File: src/rtl/ysyx_22041211_ifu.sv
// Decoupled instruction fetch unit: credit-limited request issue, in-order prefetch FIFO, redirect flush.
// Define YSYX_22041211_IFU_BYPASS_EN to forward a response straight to decode when the FIFO is empty.
module ysyx_22041211_ifu #(
    parameter int unsigned         ADDR_LEN   = 32,
    parameter int unsigned         DATA_LEN   = 32,
    parameter logic [ADDR_LEN-1:0] RESET_PC   = 32'h8000_0000,
    parameter int unsigned         FIFO_DEPTH = 4
) (
    input  logic                clk,
    input  logic                rst,
    input  logic                redirect_valid_i,
    input  logic [ADDR_LEN-1:0] redirect_target_i,
    output logic                mem_req_valid_o,
    input  logic                mem_req_ready_i,
    output logic [ADDR_LEN-1:0] mem_req_addr_o,
    input  logic                mem_rsp_valid_i,
    input  logic [DATA_LEN-1:0] mem_rsp_data_i,
    output logic                inst_valid_o,
    input  logic                inst_ready_i,
    output logic [DATA_LEN-1:0] inst_o,
    output logic [ADDR_LEN-1:0] inst_pc_o
);

    localparam int unsigned    PTR_W   = $clog2(FIFO_DEPTH);
    localparam int unsigned    CNT_W   = PTR_W + 1;
    localparam logic [CNT_W:0] DEPTH_C = (CNT_W + 1)'(FIFO_DEPTH);

    typedef enum logic {
        RUN,
        FLUSH
    } state_e;

    state_e              state_q, state_d;
    logic [ADDR_LEN-1:0] fetch_pc_q, fetch_pc_d;
    logic [CNT_W-1:0]    outstanding_q, outstanding_d;

    // Tag FIFO: one PC per outstanding request, consumed in response order.
    logic [ADDR_LEN-1:0] tag_mem [FIFO_DEPTH];
    logic [PTR_W-1:0]    tag_wr_ptr_q, tag_rd_ptr_q;

    logic [ADDR_LEN-1:0] pc_mem   [FIFO_DEPTH];
    logic [DATA_LEN-1:0] inst_mem [FIFO_DEPTH];
    logic [PTR_W-1:0]    wr_ptr_q, rd_ptr_q;
    logic [CNT_W-1:0]    count_q, count_d;

    logic                credit_ok;
    logic [CNT_W:0]      credit_used;
    logic                req_fire;
    logic                fifo_empty;
    logic                push;
    logic                pop;
    logic                bypass_take;
    logic [ADDR_LEN-1:0] rsp_pc;

    assign mem_req_addr_o = fetch_pc_q;
    assign credit_used    = {1'b0, outstanding_q} + {1'b0, count_q};
    assign credit_ok      = credit_used < DEPTH_C;

    always_comb begin
        // NOTE: every signal driven here gets a default first so no path leaves it unassigned and infers a latch.
        state_d         = state_q;
        fetch_pc_d      = fetch_pc_q;
        outstanding_d   = outstanding_q;
        mem_req_valid_o = 1'b0;

        case (state_q)
            RUN:     mem_req_valid_o = credit_ok;
            FLUSH:   mem_req_valid_o = 1'b0;
            default: mem_req_valid_o = 1'b0;
        endcase
        if (rst) begin
            mem_req_valid_o = 1'b0;
        end
        req_fire = mem_req_valid_o & mem_req_ready_i;

        case ({req_fire, mem_rsp_valid_i})
            2'b10:   outstanding_d = outstanding_q + CNT_W'(1);
            2'b01:   outstanding_d = outstanding_q - CNT_W'(1);
            default: outstanding_d = outstanding_q;
        endcase

        if (redirect_valid_i) begin
            fetch_pc_d = redirect_target_i;
        end else if (req_fire) begin
            fetch_pc_d = fetch_pc_q + ADDR_LEN'(4);
        end

        // A request accepted in the redirect cycle is already counted, so it keeps us in FLUSH.
        if (redirect_valid_i) begin
            state_d = (outstanding_d == '0) ? RUN : FLUSH;
        end else if (state_q == FLUSH && outstanding_d == '0) begin
            state_d = RUN;
        end
    end

    always_comb begin
        fifo_empty   = (count_q == '0);
        rsp_pc       = tag_mem[tag_rd_ptr_q];
        inst_valid_o = ~fifo_empty;
        inst_o       = fifo_empty ? '0 : inst_mem[rd_ptr_q];
        inst_pc_o    = fifo_empty ? '0 : pc_mem[rd_ptr_q];
        bypass_take  = 1'b0;
`ifdef YSYX_22041211_IFU_BYPASS_EN
        if (~rst && state_q == RUN && fifo_empty && mem_rsp_valid_i && ~redirect_valid_i) begin
            inst_valid_o = 1'b1;
            inst_o       = mem_rsp_data_i;
            inst_pc_o    = rsp_pc;
            bypass_take  = inst_ready_i;
        end
`endif
        pop  = ~fifo_empty & inst_ready_i;
        push = mem_rsp_valid_i & (state_q == RUN) & ~redirect_valid_i & ~bypass_take;

        if (redirect_valid_i) begin
            count_d = '0;
        end else begin
            case ({push, pop})
                2'b10:   count_d = count_q + CNT_W'(1);
                2'b01:   count_d = count_q - CNT_W'(1);
                default: count_d = count_q;
            endcase
        end
    end

    always_ff @(posedge clk or posedge rst) begin
        if (rst) begin
            state_q       <= RUN;
            fetch_pc_q    <= RESET_PC;
            outstanding_q <= '0;
            count_q       <= '0;
            wr_ptr_q      <= '0;
            rd_ptr_q      <= '0;
            tag_wr_ptr_q  <= '0;
            tag_rd_ptr_q  <= '0;
        end else begin
            // NOTE: non-blocking assignments make every flop sample pre-edge values regardless of statement order.
            state_q       <= state_d;
            fetch_pc_q    <= fetch_pc_d;
            outstanding_q <= outstanding_d;
            count_q       <= count_d;
            if (req_fire) begin
                tag_wr_ptr_q <= tag_wr_ptr_q + PTR_W'(1);
            end
            if (mem_rsp_valid_i) begin
                tag_rd_ptr_q <= tag_rd_ptr_q + PTR_W'(1);
            end
            if (redirect_valid_i) begin
                wr_ptr_q <= '0;
                rd_ptr_q <= '0;
            end else begin
                if (push) begin
                    wr_ptr_q <= wr_ptr_q + PTR_W'(1);
                end
                if (pop) begin
                    rd_ptr_q <= rd_ptr_q + PTR_W'(1);
                end
            end
        end
    end

    // NOTE: storage arrays are not reset; pointers and counts alone decide which entries are live.
    always_ff @(posedge clk) begin
        if (req_fire) begin
            tag_mem[tag_wr_ptr_q] <= fetch_pc_q;
        end
        if (push) begin
            pc_mem[wr_ptr_q]   <= rsp_pc;
            inst_mem[wr_ptr_q] <= mem_rsp_data_i;
        end
    end

endmodule

File: config.mk
export PLATFORM = sky130hd
export DESIGN_NAME = ysyx_22041211_ifu
export DESIGN_NICKNAME = d
export VERILOG_FILES = /design/src/rtl/ysyx_22041211_ifu.sv
export SDC_FILE = /design/constraint.sdc
export NUM_CORES = 1
export LEC_CHECK = 0
export CORE_UTILIZATION = 30
export CTS_BUF_LIST = sky130_fd_sc_hd__clkbuf_4 sky130_fd_sc_hd__clkbuf_8
export CTS_CLUSTER_SIZE = 40
export DETAILED_ROUTE_END_ITERATION = 7
export GPL_ROUTABILITY_DRIVEN = 0
export PLACE_DENSITY = 0.48
export SYNTH_ARGS = -nofsm -noshare
export SYNTH_HDL_FRONTEND = slang
export SYNTH_SLANG_ARGS = --single-unit
File: constraint.sdc
create_clock -name clk -period 6.1 [get_ports clk]
set_input_delay 1.22 -clock clk [delete_from_list [all_inputs] [get_ports clk]]
set_output_delay 1.22 -clock clk [all_outputs]
set_load 0.05 [all_outputs]
Yosys cells after proc, flatten, opt, wreduce, memory -nomap -nowiden
Memories as Yosys holds them, arrays and structs flattened.
Cells that the tools add are included.
{ "word_totals": {"inputBits": 70, "register_bits": 47, "wordCells": 61, "out_inout_bits": 98, "mem_bits_rw": 384, "latch_bits": 0, "mem_bits_ro": 0, "mem_count": 3} }
{ "classes": {"addsub": 10, "n_bitwise": 7, "n_mul": 0, "shifts": 0, "n_lt_le_gt_ge": 1, "n_mux": 20, "n_eq_ne": 4, "n_div": 0, "reduce_logical": 8} }
{ "mem_list": {"columns": ["memory", "depth", "width", "rd", "rd_clocked_by_memory_dff", "write_ports", "line_no", "source"], "rows": [
  ["inst_mem", 4, 32, 1, 0, 1, "42", "logic [DATA_LEN-1:0] inst_mem [FIFO_DEPTH];"],
  ["pc_mem", 4, 32, 1, 0, 1, "41", "logic [ADDR_LEN-1:0] pc_mem [FIFO_DEPTH];"],
  ["tag_mem", 4, 32, 1, 0, 1, "38", "logic [ADDR_LEN-1:0] tag_mem [FIFO_DEPTH];"]
]} }
{ "op_table": {"columns": ["op", "n"], "rows": [
  ["$mux 32", 4],
  ["$add 32x3->32 const B", 1],
  ["$pmux 3 s2", 2],
  ["$add 2x1->2 const B", 4],
  ["$mux 1", 8],
  ["$mux 2", 4],
  ["$reduce_bool 2->1", 4],
  ["$add 3x1->3 const B", 2],
  ["$logic_not 3->1", 2],
  ["$sub 3x1->3 const B", 2],
  ["$add 3x3->4", 1],
  ["$and 1x1->1", 4],
  ["$eq 2x1->1 const B", 2],
  ["$eq 2x2->1 const B", 2],
  ["$lt 4x3->1 const B", 1],
  ["$mux 3", 1],
  ["$not 1->1", 3],
  ["$reduce_bool 3->1", 1],
  ["$pmux 1 s2", 1],
  ["$logic_and 1x1->1", 1]
]} }

Logic depth before layout (Yosys ltp)
Gate-level depths: netlist (run 1).
{ "depth": {"ltp_word": 11, "ltp_mapped": 11, "ltp_nobuf": 11} }

Worst setup path before layout (run 1)
OpenSTA, ideal clock, no wires.
{ "synth_path": {"kind": "input-to-reg", "from": "input port rst", "to": "memory tag_mem[0][0], enable pin", "required_ns": 5.679, "arrival_time_ns": 3.741, "stages": 4, "setup_time_ns": 0.421, "slack_ns": 1.938, "n_path_buf": 0, "path_cell_list": "or4_4 > nor2_2 > nand3_1 > nor2_1"} }
{ "synth_between": {"elab_chain_cells": 4} }
{ "synth_rtl": {"columns": ["element", "line_no", "source"], "rows": [
  ["from (decl)", "10", "input logic rst,"],
  ["$mux 1", "71", "if (rst) begin"],
  ["$and 1x1->1", "74", "req_fire = mem_req_valid_o & mem_req_ready_i;"],
  ["$mux 1", "163", "if (req_fire) begin"],
  ["$mux 1 (not written as such)", "164", "tag_mem[tag_wr_ptr_q] <= fetch_pc_q;"],
  ["to (decl)", "38", null]
]} }
Every way passes these cells.

Worst setup path in the final report (run 1)
{ "layout_path": {"from": "input port rst", "to": "output port mem_req_valid_o"} }
{ "layout_between": {"elab_chain_cells": 1} }
{ "layout_rtl": {"columns": ["element", "line_no", "source"], "rows": [
  ["$mux 1", "71", null],
  ["to (decl)", "13", "output logic mem_req_valid_o,"]
]} }
Every way passes these cells.

==> results of run 1 <==
[power groups by stage]
| stage | clock network (mW) | registers [mW] | logic, mW |
|---|---|---|---|
| after floorplan | 0 | 3.70 | 2.28 |
| after global placement | 0 | 3.84 | 3.31 |
| after detailed placement | 0 | 3.84 | 3.32 |
| after CTS | 2.77 | 3.78 | 3.33 |
| after global routing | 2.88 | 3.80 | 3.45 |
| final | 2.67 | 3.77 | 3.24 |
[synth_stat cells (all sizes together) (2+ instances only)]
cell type	instances	area, sq um
or3	2	12.5
clkbuf	30	114
mux2	3	33.8
and2	70	438
and4	5	43.8
nor2	21	81.3
buf	13	57.6
xnor2	6	52.6
mux2i	4	40.0
ha	12	150
inv	16	60.1
fa	2	40.0
xor2	23	201
edfxtp	384	11500
and3	9	56.3
dfrtp	46	1150
nor2b	2	12.5
nand4	13	81.3
a31oi	10	62.6
or4	7	56.3
o21ai	23	115
o31ai	6	45.0
o31a	3	26.3
nor4	2	27.5
nand2	33	129
nand3	14	75.1
a21oi	2	10.0
mux4	96	2160
nand2b	3	18.8
[logic make-up (layout without fill, tap and decap cells)]
group / count (synthesis) / in the layout
mux: 103 / 103
fa+ha+maj: 14 / 14
flops: 431 / 431
simple gates: 183 / 183
xor+xnor: 29 / 29
compound gates: 46 / 46
buf+inv: 59 / 342
[sequential cells by signal, summed over array words and instances, names as in the netlist]
signal          cells
state_q             1
inst_mem          128
tag_rd_ptr_q        2
pc_mem            128
tag_mem           128
wr_ptr_q            2
outstanding_q       3
tag_wr_ptr_q        2
count_q             3
rd_ptr_q            2
mem_req_addr_o     32
[layout make-up]
| cell class | instances | area, sq um | share of cell area |
|---|---|---|---|
| Clock buffer | 109 | 1340 | 0.0633 |
| Clock inverter | 29 | 188 | 0.00888 |
| Inverter | 16 | 60.1 | 0.00284 |
| Multi-Input combinational cell | 375 | 4060 | 0.192 |
| Sequential cell | 431 | 12700 | 0.602 |
| Tap cell | 748 | 936 | 0.0443 |
| Timing Repair Buffer | 188 | 1840 | 0.0869 |
[worst paths after layout]
kind / to / depth (start not counted) / slack, ns
max: mem_req_valid_o / 5 / 1.39
min: outstanding_q[2]$_DFF_PP0_ / 1 / 0.51
max in group asynchronous: rd_ptr_q[1]$_DFFE_PP0P_ / 3 / 4.40
min reg2reg: outstanding_q[2]$_DFF_PP0_ / 1 / 0.51
min in group asynchronous: mem_req_addr_o[21]$_DFFE_PP0N_ / 3 / 1.16
max reg2reg: state_q$_DFFE_PP0P_ / 11 / 2.49
[layer usage]
layer  wire length (um)  track usage  vias up
met3               2050       0.0380       69
met1              18100        0.189     4516
met5                 13            0        -
li1                   -            -     3906
met2              18500        0.223      226
met4                856       0.0447        2
[worst reg2reg max path, delay by kind of cell (launching register included)]
family	cells	cell delay, ns
simple gates	4	1.44
fa+ha+maj	3	0.94
flops	1	0.44
xor+xnor	2	0.30
compound gates	1	0.29
buf+inv	1	0.08
==> impl_metrics.yaml, run 1 <==
pwr:
  vdd.ir_drop.worst_uv: 275
  seq_power_share: 0.389
  clockPowerShare: 0.276
  powerDensity_nw_per_um2: 458
  p_leak_nw: 6.87
  fin_total_pwr_mw: 9.68
  pwr-share-comb: 0.335
  p_int_mw: 6.22
  switching_share: 0.357
  switchingPower_mw: 3.46
synthesis:
  synth_area_sq_um: 16900
  yosys.area_share.simple: 0.0617
  yosys_warnings: 0
  synthesis.nets: 949
  synthXorXnorAreaFrac: 0.0150
  yosysSeqAreaShare: 0.750
  synth_top_family_by_area: "multiplexers"
  synth_seq_cells: 431
  synth-compound-area-share: 0.0165
  avgSynthCellArea_sq_um: 19.6
  synth-edff-count: 384
  syn_inst: 865
  synth_cell_type_count: 42
  async_flop_share: 0.109
  synth_ff_type: "edfxtp_1"
  synthMuxAreaShare: 0.132
  synthAdderAreaFrac: 0.0112
layout:
  area_growth_pct: 24.7
  insertedDiodeCount: 0
  layout.nets: 1173
  fillers: 5135
  final_common_cell: "edfxtp_1"
  fin_area_sq_um: 21100
  instances_no_fill: 1896
  fin_util: 0.381
  drive_gt1_frac: 0.234
  final_cell_mix: "edfxtp_1 (384), clkdlybuf4s50_1 (166), mux4_2 (96), clkbuf_8 (83), and2_1 (70)"
worst_setup_path:
  cp_cell_sequence: "clkdlybuf4s50_1 -> or4_4 -> nor2_2 -> and2_1 -> clkdlybuf4s50_1"
  cp.required_ns: 4.88
  cp_num_buf_inv: 2
  cp-start-kind: "input port"
  crit_top_cell: "clkdlybuf4s50_1"
  worstPathMaxFanout: 9
  critical_path_class: "in2out"
  cp-end-kind: "primary output"
  path_delay_family: "buffers and inverters"
  crit_path_start: "rst"
  max_stage_delay_ns: 0.80
  r2r-start: "count_q[2]$_DFFE_PP0P_"
  cp.arrival_ns: 3.49
  crit_slowest_cell: "clkdlybuf4s50_1"
detailed_routing:
  antenna_left: 0
  wl_mm: 39.5
  drt_iter0_markers: 521
  wl_per_cell_um: 20.8
  remaining_drc_errors: 0
  drtPass1Iterations: 4
  drt-vias-per-instance: 4.60
  num_vias: 8719
floorplan:
  fp.dieW_um: 240
  die_area_sq_um: 57400
  io_pins: 168
  rows: 86
  die_h_um: 240
  start_util: 0.306
  core-area_sq_um: 55400
sta:
  drv_slew: 0
  finClkSkew_ns: 0.0272
  slew_headroom: 0.358
  fin_crit_ns: 4.71
  hold_ws_ns: 0.514
  hold_viol: 0
  layout_setup_ws_ns: 1.39
  finalSetupTns_ns: 0
  rsz0062_at_grt: "no"
  worst_pin_slew_ns: 0.964
  finalCritPeriodShare: 0.773
  finalSetupViolations: 0
  fmax_mhz: 212
global_route:
  grt_start_max_net_pins: 55
  grt.overflow.total: 0
  track_usage: 0.141
  grt_pass1_vias: 9406
  antenna_found_initial: 1
  grt_pass1_wl_mm: 59.2
placement:
  place_hpwl_mm: 23.6
  pre_cts_ws_ns: 1.39
  io_buffers: 167
  placed_area_sq_um: 19600
  post-place-cells: 1758
min_path:
  holdCritPathClass: "reg2reg"
  min_from: "outstanding_q[2]$_DFF_PP0_"
clock_tree:
  hold_buffers: 0
  cts.sinks: 431
  cts_buffer_depth: 3
  clkSlewWorstSetupHoldPaths_ns: 0.05
  cts_tree: "done"
  clk_root_buffer_cell: "clkbuf_8"
  cts_resized: 0
  cts_made_buffers: 77
  cts_setup_buffers: 0
  htreeDepth: 3
  clock_latency_ns: 0.64
status:
  outcome: "completed"
job:
  max_cap_violations: 0
Note: power is estimated with default switching activity, not from simulation.
==> run 2: changes to the inputs <==
- clock period: 6.1 -> 4.4 ns (I/O delays scaled with it)
==> run 2 against run 1 <==
Combinational power grew 41%. Hold slack lost 0.0037 ns. Register-to-register slack lost 1.0 ns. Largest power group unchanged. Critical endpoint is now inst_pc_o[21]. Power grew 36%. Global-route usage shrank 0.12 points. First-iteration DRC count shrank 13%.
==> impl_metrics.yaml, run 2 (synthesis gave the netlist of run 1 again) <==
status:
  outcome: "completed"
clock_tree:
  clock_latency_ns: 0.62
  clkSlewWorstSetupHoldPaths_ns: 0.06
  cts.sinks: 431
  cts_tree: "done"
  clk_root_buffer_cell: "clkbuf_8"
  hold_buffers: 0
  htreeDepth: 3
  cts_resized: 0
  cts_buffer_depth: 3
  cts_setup_buffers: 0
  cts_made_buffers: 75
floorplan:
  die_area_sq_um: 57400
  io_pins: 168
  die_h_um: 240
  core-area_sq_um: 55400
  start_util: 0.306
  fp.dieW_um: 240
  rows: 86
min_path:
  min_path_cells: 1
  holdCritPathClass: "reg2reg"
pwr:
  seq_power_share: 0.395
  clockPowerShare: 0.258
  p_int_mw: 8.50
  powerDensity_nw_per_um2: 624
  switching_share: 0.356
  switchingPower_mw: 4.69
  vdd.ir_drop.worst_uv: 285
  pwr-share-comb: 0.347
  p_leak_nw: 6.85
  fin_total_pwr_mw: 13.2
global_route:
  grt_start_max_net_pins: 55
  track_usage: 0.140
  grt.overflow.total: 0
  grt_pass1_wl_mm: 59.1
  antenna_found_initial: 1
  grt_pass1_vias: 9542
sta:
  fmax_mhz: 251
  rsz0062_at_grt: "no"
  layout_setup_ws_ns: 0.411
  finalCritPeriodShare: 0.907
  drv_slew: 0
  finalSetupTns_ns: 0
  slew_headroom: 0.358
  worst_pin_slew_ns: 0.963
  finalSetupViolations: 0
  fin_crit_ns: 3.99
  hold_viol: 0
  finClkSkew_ns: 0.0326
layout:
  area_growth_pct: 24.8
  insertedDiodeCount: 0
  final_common_cell: "edfxtp_1"
  largest_registers: "inst_mem (128), pc_mem (128), tag_mem (128)"
  layout.nets: 1177
  final_cell_mix: "edfxtp_1 (384), clkdlybuf4s50_1 (165), mux4_2 (96), clkbuf_8 (78), and2_1 (70)"
  drive_gt1_frac: 0.229
  fillers: 5141
worst_setup_path:
  ff2ff_path_depth: 11
  critical_path_class: "reg2out"
  cp.arrival_ns: 3.11
  worstPathMaxFanout: 27
  cp-start-kind: "flop"
  cp-end-kind: "primary output"
  cp.required_ns: 3.52
detailed_routing:
  drtPass1Iterations: 4
  remaining_drc_errors: 0
  wl_per_cell_um: 20.4
  drt-vias-per-instance: 4.56
  antenna_left: 0
  wl_mm: 38.6
  num_vias: 8643
  drt_iter0_markers: 452
job:
  max_cap_violations: 0
placement:
  place_hpwl_mm: 23.7
  pre_cts_ws_ns: 0.820
  io_buffers: 167
[run 2: metal layers]
layer | GRT usage | up-vias | part of all wire
li1 | - | 3910 | -
met2 | 0.226 | 229 | 0.48
met4 | 0.0484 | 2 | 0.019
met3 | 0.0352 | 59 | 0.056
met5 | 0 | - | 0.00026
met1 | 0.183 | 4443 | 0.45
[run 2: stage by stage]
stage | hold slack [ns] | instance area, sq um | cells | utilization
detailed placement | 0.494 | 19700 | 1764 | 0.356
finish | 0.511 | 21100 | 1894 | 0.382
floorplan | 0.463 | 16900 | 865 | -
global placement | 0.503 | 19700 | 1764 | 0.356
CTS | 0.506 | 21100 | 1894 | 0.382
global route | 0.514 | 21100 | 1894 | 0.382
[run 2: power groups by stage]
stage	Combinational (mW)	Clock [mW]	Sequential (mW)
final	4.57	3.40	5.21
after global routing	4.87	3.72	5.27
after CTS	4.68	3.54	5.23
after detailed placement	4.67	0	5.32
after global placement	4.65	0	5.31
after floorplan	3.16	0	5.13
[run 2: worst paths after layout]
check,start,end,slack (ns)
max in group asynchronous,rst,mem_req_addr_o[19]$_DFFE_PP0N_,2.82
max reg2reg,count_q[2]$_DFFE_PP0P_,state_q$_DFFE_PP0P_,1.48
min reg2reg,outstanding_q[2]$_DFF_PP0_,outstanding_q[2]$_DFF_PP0_,0.51
min in group asynchronous,rst,mem_req_addr_o[9]$_DFFE_PP0N_,0.84
max,rd_ptr_q[0]$_DFFE_PP0P_,inst_pc_o[21],0.41
min,outstanding_q[2]$_DFF_PP0_,outstanding_q[2]$_DFF_PP0_,0.51
[run 2: critical path: stages (launching register included)]
cell and delay (ns):
dfrtp_4 0.68, buf_12 0.31, mux4_2 0.55, and2_1 0.22, clkdlybuf4s50_1 0.72
[run 2: layout make-up]
| cell class | count | area, sq um | share of cell area |
|---|---|---|---|
| tap | 748 | 936 | 0.0443 |
| timing repair buffer | 194 | 1980 | 0.0936 |
| clock inverter | 26 | 124 | 0.00586 |
| clock buffer | 104 | 1270 | 0.0600 |
| multi-input combinational | 375 | 4060 | 0.192 |
| inverter | 16 | 60.1 | 0.00284 |
| sequential | 431 | 12700 | 0.602 |
